`config.mk`:
```
export PLATFORM = sky130hd
export DESIGN_NAME = lvdc_buffer_register
export DESIGN_NICKNAME = d
export VERILOG_FILES = /design/src/rtl/lvdc_buffer_register.sv
export SDC_FILE = /design/constraint.sdc
export NUM_CORES = 1
export LEC_CHECK = 0
export ABC_AREA = 1
export ABC_CLOCK_PERIOD_IN_PS = 2700
export CORE_ASPECT_RATIO = 0.6
export CORE_UTILIZATION = 33
export DETAILED_ROUTE_END_ITERATION = 8
export PLACE_DENSITY = 0.88
export SETUP_SLACK_MARGIN = 0.1
export SYNTH_ARGS = -nofsm -noshare
export SYNTH_HDL_FRONTEND = slang
export SYNTH_SLANG_ARGS = --single-unit
```
`constraint.sdc`:
```
create_clock -name SIM_CLK -period 2.7 [get_ports SIM_CLK]
set_clock_uncertainty 0.1 [all_clocks]
set_input_delay 0.675 -clock SIM_CLK [delete_from_list [all_inputs] [get_ports SIM_CLK]]
set_output_delay 0.675 -clock SIM_CLK [all_outputs]
set_load 0.05 [all_outputs]
```
`src/rtl/lvdc_buffer_register.sv`:
```
// lvdc_buffer_register: parametrised multi-channel LVDC memory buffer register.
// Each channel OR-accumulates a syllable from its interleaved memory modules,
// the transfer register and the parity generator, then locks the word at
// end-of-read. Bit WIDTH of each stored word is the parity bit.
// Optional feature macro: LVDC_BR_PARITY_CHECK_EN enables the odd-parity
// checker and the sticky PERR flags; without it PERR is tied to zero.
module lvdc_buffer_register #(
  parameter int WIDTH = 13,
  parameter int NCH   = 2,
  parameter int NMOD  = 8
) (
  input  logic                          SIM_CLK,
  input  logic                          SIM_RST,
  input  logic                          V1,
  input  logic [NCH-1:0]                CBRVN,
  input  logic [NCH-1:0]                SBRXV,
  input  logic [NCH*WIDTH-1:0]          TRV,
  input  logic [NCH-1:0]                PARV,
  input  logic [NMOD*(WIDTH+1)-1:0]     MSA,
  input  logic [NCH-1:0]                RDEND,
  output logic [NCH*(WIDTH+1)-1:0]      BR,
  output logic [NCH*(WIDTH+1)-1:0]      BRN,
  output logic [NCH-1:0]                HELD,
  output logic [NCH-1:0]                PERR
);

  localparam int W = WIDTH + 1;

  typedef enum logic [1:0] {
    ST_EMPTY   = 2'd0,
    ST_LOADING = 2'd1,
    ST_HELD    = 2'd2
  } state_e;

  state_e       state_q [NCH];
  state_e       state_d [NCH];
  logic [W-1:0] br_q    [NCH];
  logic [W-1:0] br_d    [NCH];
  logic [W-1:0] set_s   [NCH];
  logic [W-1:0] merged_s[NCH];
  logic [NCH-1:0] clr_s;
  logic [NCH-1:0] eor_s;

  // Gather every set source for each channel: its interleaved modules, the
  // gated transfer register and the parity generator bit.
  always_comb begin
    for (int c = 0; c < NCH; c++) begin
      set_s[c] = '0;
      for (int m = 0; m < NMOD; m++) begin
        if ((m % NCH) == c) begin
          set_s[c] = set_s[c] | MSA[m*W +: W];
        end
      end
      if (SBRXV[c]) begin
        set_s[c] = set_s[c] | {1'b0, TRV[c*WIDTH +: WIDTH]};
      end
      if (PARV[c]) begin
        set_s[c][WIDTH] = 1'b1;
      end
    end
  end

  // Decode qualified clear and end-of-read events; clear wins over
  // end-of-read, and a held channel ignores end-of-read entirely.
  always_comb begin
    clr_s = '0;
    eor_s = '0;
    for (int c = 0; c < NCH; c++) begin
      clr_s[c] = V1 & ~CBRVN[c];
      eor_s[c] = V1 & CBRVN[c] & RDEND[c] & (state_q[c] != ST_HELD);
    end
  end

  // Next-state and next-contents per channel: clear loads the current set
  // sources, otherwise non-held channels keep OR-accumulating.
  always_comb begin
    for (int c = 0; c < NCH; c++) begin
      state_d[c]  = state_q[c];
      br_d[c]     = br_q[c];
      merged_s[c] = br_q[c] | set_s[c];
      if (clr_s[c]) begin
        br_d[c]    = set_s[c];
        state_d[c] = (set_s[c] != '0) ? ST_LOADING : ST_EMPTY;
      end else if (V1) begin
        unique case (state_q[c])
          ST_HELD: begin
            state_d[c] = ST_HELD;
          end
          default: begin
            br_d[c] = merged_s[c];
            if (eor_s[c]) begin
              state_d[c] = ST_HELD;
            end else if (merged_s[c] != '0) begin
              state_d[c] = ST_LOADING;
            end
          end
        endcase
      end
    end
  end

  // Channel state and contents registers; reset drops any partial word.
  always_ff @(posedge SIM_CLK or negedge SIM_RST) begin
    if (!SIM_RST) begin
      for (int c = 0; c < NCH; c++) begin
        br_q[c]    <= '0;
        state_q[c] <= ST_EMPTY;
      end
    end else begin
      for (int c = 0; c < NCH; c++) begin
        br_q[c]    <= br_d[c];
        state_q[c] <= state_d[c];
      end
    end
  end

`ifdef LVDC_BR_PARITY_CHECK_EN
  logic [NCH-1:0] perr_q;
  logic [NCH-1:0] perr_d;

  // Sticky odd-parity check, evaluated on the word being locked at
  // end-of-read; clear drops the flag.
  always_comb begin
    perr_d = perr_q;
    for (int c = 0; c < NCH; c++) begin
      if (clr_s[c]) begin
        perr_d[c] = 1'b0;
      end else if (eor_s[c]) begin
        perr_d[c] = perr_q[c] | ~(^merged_s[c]);
      end
    end
  end

  // Parity error flag register.
  always_ff @(posedge SIM_CLK or negedge SIM_RST) begin
    if (!SIM_RST) begin
      perr_q <= '0;
    end else begin
      perr_q <= perr_d;
    end
  end

  assign PERR = perr_q;
`else
  assign PERR = '0;
`endif

  for (genvar g = 0; g < NCH; g++) begin : g_out
    assign BR[g*W +: W] = br_q[g];
    assign HELD[g]      = (state_q[g] == ST_HELD);
  end

  assign BRN = ~BR;

endmodule

```
==> run metrics, run 1 <==
ANT cells 0; leading area contributor after synthesis sky130_fd_sc_hd__dfrtp_1; count of unresolved DRC violations after routing 0; die area 6880 um2; final clock period utilization by the worst path 88.1%; average detailed-routed wire length per instance 13.2 um; Distinct cells, synth 23; count of final max-slew check failures 0; Metal-1 WL 3.48 mm; number of fill cells in the layout 537; number of nets in the finished design 678; register clock-pin slew on the reported worst setup and hold paths 60 ps; core outline area 6220 um2; number of global-route vias before repair 2763; worst min-delay path category register to register; final setup vio count 0; number of buffers added to fix hold violations after cts 0; Power Density 416 nW/um2; chip width 106 um; number of iterations in the first detailed-routing pass 4; GRT Overall Usage 24.4%; per-cell via count in the routed design 4.55; clock buffers created by TritonCTS 5; Startpoint Class register; total I/O pin count 209; maximum number of pins on one net before global-route repair 33; detailed-route via count 2795; outcome complete, no violations; Routed Wire Length 8.08 mm; Worst-Skew Late Latency 270 ps; kind of end point of the critical path output port; largest vdd supply drop 0.311 mV; register bit total from synthesis 32; leakage power figure 0.00206 uW; RSZ-0062 raised after global routing no; Max clock buf depth 2; Yosys warning total 0; biggest fanout along the worst timing path 3; data required time at the worst endpoint 1920 ps; Async SR Flop Fraction 100%; placement row count 22; fraction of final layout cells sized beyond drive strength 1 8.49%; top-area cell type share of the netlist area 37.1%; Seq/Total Area, Yosys 37.1%; Die Ht 64.6 um; drt initial violations 107; total of buffers placed on input and output ports 206; EDFF count, synth 0; htree depth 2; number of maximum-capacitance violations 0; cts repair resizes 0; number of nets with antenna violations after detailed routing 0; min Tclk post-route 2380 ps; highest layer used for signal routing met4; worst path arrival time 1600 ps; Congestion Overflow GR 0; Met2 Routed Length 4.01 mm; Post-Syn Area per Cell 6.79 um2; antenna violations before repair 0; Final TNS setup 0 ps; clock tree from TritonCTS built; type of the worst setup path register to output port; met3 WL post-DR 520 um; max_slew headroom 58.3%; final hold vios 0; number of standard cells after synthesis 318; ranking of synthesized cells by area sky130_fd_sc_hd__dfrtp_1, sky130_fd_sc_hd__nor2_1, sky130_fd_sc_hd__inv_1, sky130_fd_sc_hd__o22ai_1, sky130_fd_sc_hd__nand2_1; postcts setup bufs 0; CTS sink count 32; cell area after synthesis 2160 um2; Area growth syn-to-layout 103%; CTS root buffer sky130_fd_sc_hd__clkbuf_8; worst hold slack 394 ps; Post-Route Utilization 70.5%; top flip-flop cell by instance count after synthesis sky130_fd_sc_hd__dfrtp_1; global-route wire length before repair 13.0 mm; detailed-placement wirelength estimate 7.12 mm; gpl congestion 0.786; Max Freq 0.420 GHz; slew at the pin with the worst max-slew slack 626 ps; Starting Density 34.7%
worst paths after layout:
kind | start | endpoint | slack (ps) | cells after the start
max in group asynchronous | SIM_RST | BR[27] | 1520 | 2
worst max register to register | state_q[2] | BR[4] | 1060 | 3
worst max-delay path | BR[13] | BRN[13] | 320 | 2
worst min-delay path | state_q[0] | state_q[0] | 390 | 2
worst min register to register | state_q[0] | state_q[0] | 390 | 2
min in group asynchronous | SIM_RST | BR[18] | 700 | 2
power breakdown:
group / leakage (uW) / switching [uW] / internal (uW) / total (uW)
Combinational: 0.00167 / 509 / 389 / 898
Sequential: 0.000336 / 32.6 / 528 / 561
Clock: 0.0000455 / 162 / 208 / 369
area by class of cell:
cell class	count	area [um2]	share of cell area (%)
multi-input cells	218	1060	24.2
repair buffers	212	2100	47.9
clock buffers	8	90.1	2.05
well taps	84	105	2.40
flip-flops and latches	32	801	18.2
inverters	60	228	5.19
sequential cells by signal, summed over array words and instances, names as in the netlist:
register,flops
BR,28
state_q,4
critical path, stage by stage (launching register included):
cell and delay [ps]:
sky130_fd_sc_hd__dfrtp_1 390, sky130_fd_sc_hd__inv_1 120, sky130_fd_sc_hd__clkdlybuf4s50_1 820
layout by cell type, fill, tap and decap left out:
master / instances
sky130_fd_sc_hd__a21oi_1: 3
sky130_fd_sc_hd__and3_1: 1
sky130_fd_sc_hd__buf_4: 8
sky130_fd_sc_hd__clkbuf_1: 2
sky130_fd_sc_hd__clkbuf_8: 6
sky130_fd_sc_hd__clkdlybuf4s50_1: 204
sky130_fd_sc_hd__conb_1: 2
sky130_fd_sc_hd__dfrtp_1: 32
sky130_fd_sc_hd__inv_1: 57
sky130_fd_sc_hd__inv_2: 2
sky130_fd_sc_hd__inv_4: 1
sky130_fd_sc_hd__nand2_1: 43
sky130_fd_sc_hd__nand2_2: 11
sky130_fd_sc_hd__nand2_4: 2
sky130_fd_sc_hd__nand3_1: 28
sky130_fd_sc_hd__nand3_2: 5
sky130_fd_sc_hd__nand3b_1: 3
sky130_fd_sc_hd__nor2_1: 80
sky130_fd_sc_hd__nor2_2: 4
sky130_fd_sc_hd__nor2_4: 2
sky130_fd_sc_hd__o211ai_1: 2
sky130_fd_sc_hd__o21ai_2: 2
sky130_fd_sc_hd__o22ai_1: 28
sky130_fd_sc_hd__or2_2: 2
cells by family (layout without fill, tap and decap cells):
family,after synthesis,in the layout,synth area share (%)
simple gates,181,181,38.6
other cells,1,2,0.174
buf+inv,69,280,13.9
compound gates,35,35,10.3
flops,32,32,37.1
synthesized netlist by cell type, types with 2 or more instances:
master	number
sky130_fd_sc_hd__nor2_2	4
sky130_fd_sc_hd__nor2_4	2
sky130_fd_sc_hd__or2_2	2
sky130_fd_sc_hd__nand3b_1	3
sky130_fd_sc_hd__o211ai_1	2
sky130_fd_sc_hd__clkbuf_1	2
sky130_fd_sc_hd__inv_1	57
sky130_fd_sc_hd__o22ai_1	28
sky130_fd_sc_hd__nand2_4	2
sky130_fd_sc_hd__inv_2	2
sky130_fd_sc_hd__nor2_1	80
sky130_fd_sc_hd__buf_6	3
sky130_fd_sc_hd__a21oi_1	3
sky130_fd_sc_hd__nand3_1	28
sky130_fd_sc_hd__o21ai_2	2
sky130_fd_sc_hd__nand2_1	43
sky130_fd_sc_hd__buf_4	4
sky130_fd_sc_hd__nand2_2	11
sky130_fd_sc_hd__nand3_2	5
sky130_fd_sc_hd__dfrtp_1	32
layer usage:
layer	global-route usage, %	vias up
met5	0	-
met4	6.08	0
met3	5.03	6
met2	41.7	99
met1	31.5	1277
li1	-	1413
metrics by stage:
step	cells	area, um2	setup WS, ps	total power [uW]
floorplan	319	2160	887	1030
global placement	606	4300	228	1450
detailed placement	606	4300	145	1470
CTS	614	4390	311	1840
global route	614	4390	260	1910
finish	614	4390	322	1830
Note: power is estimated with default switching activity, not from simulation.
==> run 2: changes to the inputs <==
CAP_MARGIN = 10   (was unset)
CORE_MARGIN = 1   (was unset)
CORE_UTILIZATION = 25   (was 33)
PLACE_DENSITY = 0.69   (was 0.88)
==> run metrics, run 2 (synthesis gave the netlist of run 1 again) <==
Worst-Skew Late Latency 270 ps (about the same); maximum number of pins on one net before global-route repair 33 (unchanged); number of buffers added to fix hold violations after cts 0 (unchanged); biggest fanout along the worst timing path 3 (unchanged); Metal-1 WL 3.98 mm (was 3.48 mm); final hold vios 0 (unchanged); htree depth 2 (unchanged); type of the worst setup path register to output port (unchanged); highest layer used for signal routing met4 (unchanged); Max Freq 0.421 GHz (was 0.420 GHz); ANT cells 0 (unchanged); Final TNS setup 0 ps (unchanged); drt initial violations 120 (was 107); CTS sink count 32 (unchanged); Area growth syn-to-layout 107% (was 103%); Routed Wire Length 8.74 mm (was 8.08 mm); antenna violations before repair 0 (unchanged); count of unresolved DRC violations after routing 0 (unchanged); die area 9020 um2 (was 6880 um2); worst path buffer plus inverter count 2 (unchanged); number of iterations in the first detailed-routing pass 4 (unchanged); worst hold slack 368 ps (was 394 ps); final setup vio count 0 (unchanged); slew at the pin with the worst max-slew slack 744 ps (was 626 ps); average detailed-routed wire length per instance 13.7 um (was 13.2 um); Met2 Routed Length 4.08 mm (was 4.01 mm); total of buffers placed on input and output ports 206 (unchanged); detailed-placement wirelength estimate 7.56 mm (was 7.12 mm); core outline area 8100 um2 (was 6220 um2); Die Ht 74.0 um (was 64.6 um); GRT Overall Usage 19.0% (was 24.4%); CTS root buffer sky130_fd_sc_hd__clkbuf_16 (was sky130_fd_sc_hd__clkbuf_8); number of nets with antenna violations after detailed routing 0 (unchanged); min Tclk post-route 2370 ps (was 2380 ps); peak per-stage delay on the critical path 830 ps (was 820 ps); count of final max-slew check failures 0 (unchanged); global-route wire length before repair 13.1 mm (was 13.0 mm); number of global-route vias before repair 2651 (was 2763); most common cell after layout, fill and taps aside sky130_fd_sc_hd__clkdlybuf4s50_1 (unchanged); Congestion Overflow GR 0 (unchanged); flip-flop count of the largest register, all copies and words added 28 (unchanged); cts repair resizes 0 (unchanged); worst path arrival time 1600 ps (about the same); Starting Density 26.6% (was 34.7%); worst min-delay path category primary input to async pin (was register to register); RSZ-0062 raised after global routing no (unchanged); data required time at the worst endpoint 1920 ps (about the same); kind of end point of the critical path output port (unchanged); top library cells by usage in the layout, fill and taps aside sky130_fd_sc_hd__clkdlybuf4s50_1, sky130_fd_sc_hd__nor2_1, sky130_fd_sc_hd__inv_1 (unchanged); critical path, cell by cell inv_1 > clkdlybuf4s50_1 (unchanged); Max clock buf depth 2 (unchanged); Startpoint Class register (unchanged); max_slew headroom 50.4% (was 58.3%); register clock-pin slew on the reported worst setup and hold paths 50 ps (was 60 ps); met3 WL post-DR 611 um (was 520 um); per-cell via count in the routed design 4.32 (was 4.55); fraction of final layout cells sized beyond drive strength 1 9.06% (was 8.49%); number of nets in the finished design 678 (unchanged); clock tree from TritonCTS built (unchanged); chip width 122 um (was 106 um); outcome complete, no violations (unchanged); kind of cell with the highest combined delay on the critical path buffers and inverters (unchanged); number of maximum-capacitance violations 0 (unchanged); largest vdd supply drop 0.226 mV (was 0.311 mV); placement row count 25 (was 22); clock buffers created by TritonCTS 5 (unchanged); Power Density 452 nW/um2 (was 416 nW/um2); gpl congestion 0.799 (was 0.786); total I/O pin count 209 (unchanged); CP max stage cell sky130_fd_sc_hd__clkdlybuf4s50_1 (unchanged); postcts setup bufs 0 (unchanged); leakage power figure 0.00209 uW (was 0.00206 uW); detailed-route via count 2756 (was 2795); final clock period utilization by the worst path 87.9% (was 88.1%)
run 2: final cells by class:
type,count,area [um2]
Inverter,60,228
Sequential cell,32,801
Clock inverter,2,10.0
Clock buffer,6,139
Multi-Input combinational cell,218,1060
Timing Repair Buffer,212,2100
Fill cell,778,3630
Tap cell,108,135
run 2: final timing paths:
kind	startpoint	endpoint	slack (ps)	cells past startpoint
max reg2reg	state_q[0]	BR[16]	1050	3
max	BR[27]	BRN[27]	330	2
min in group SIM_CLK	state_q[1]	state_q[1]	380	2
min reg2reg	state_q[1]	state_q[1]	380	2
max in group asynchronous	SIM_RST	BR[21]	1650	1
min	SIM_RST	BR[4]	370	1
run 2: metrics by stage:
stage	instances	instance area (um2)	total power, uW	worst slack (ps)	util [%]
final	638	4470	2020	325	55.2
after global routing	638	4470	2110	266	55.2
after CTS	638	4470	2040	318	55.2
after detailed placement	630	4320	1470	331	53.4
after floorplan	319	2160	1030	887	-
after global placement	630	4320	1460	345	53.4
run 2: power breakdown:
part | total (uW) | switching (uW) | internal (uW)
sequential | 559 | 30.5 | 528
combinational | 902 | 514 | 388
clock | 562 | 199 | 363
total | 2020 | 744 | 1280
run 2: per-layer routing:
layer  global-route usage, %  up-vias
met1                    26.8     1239
met5                       0        -
met3                    4.91        4
met2                    29.4       96
li1                        -     1417
met4                    4.25        0
==> run 3: changes to the inputs <==
HOLD_SLACK_MARGIN = 0.12   (was unset)
==> results of run 3 <==
No change in the layout: final DEF, timing and power equal those of run 2.
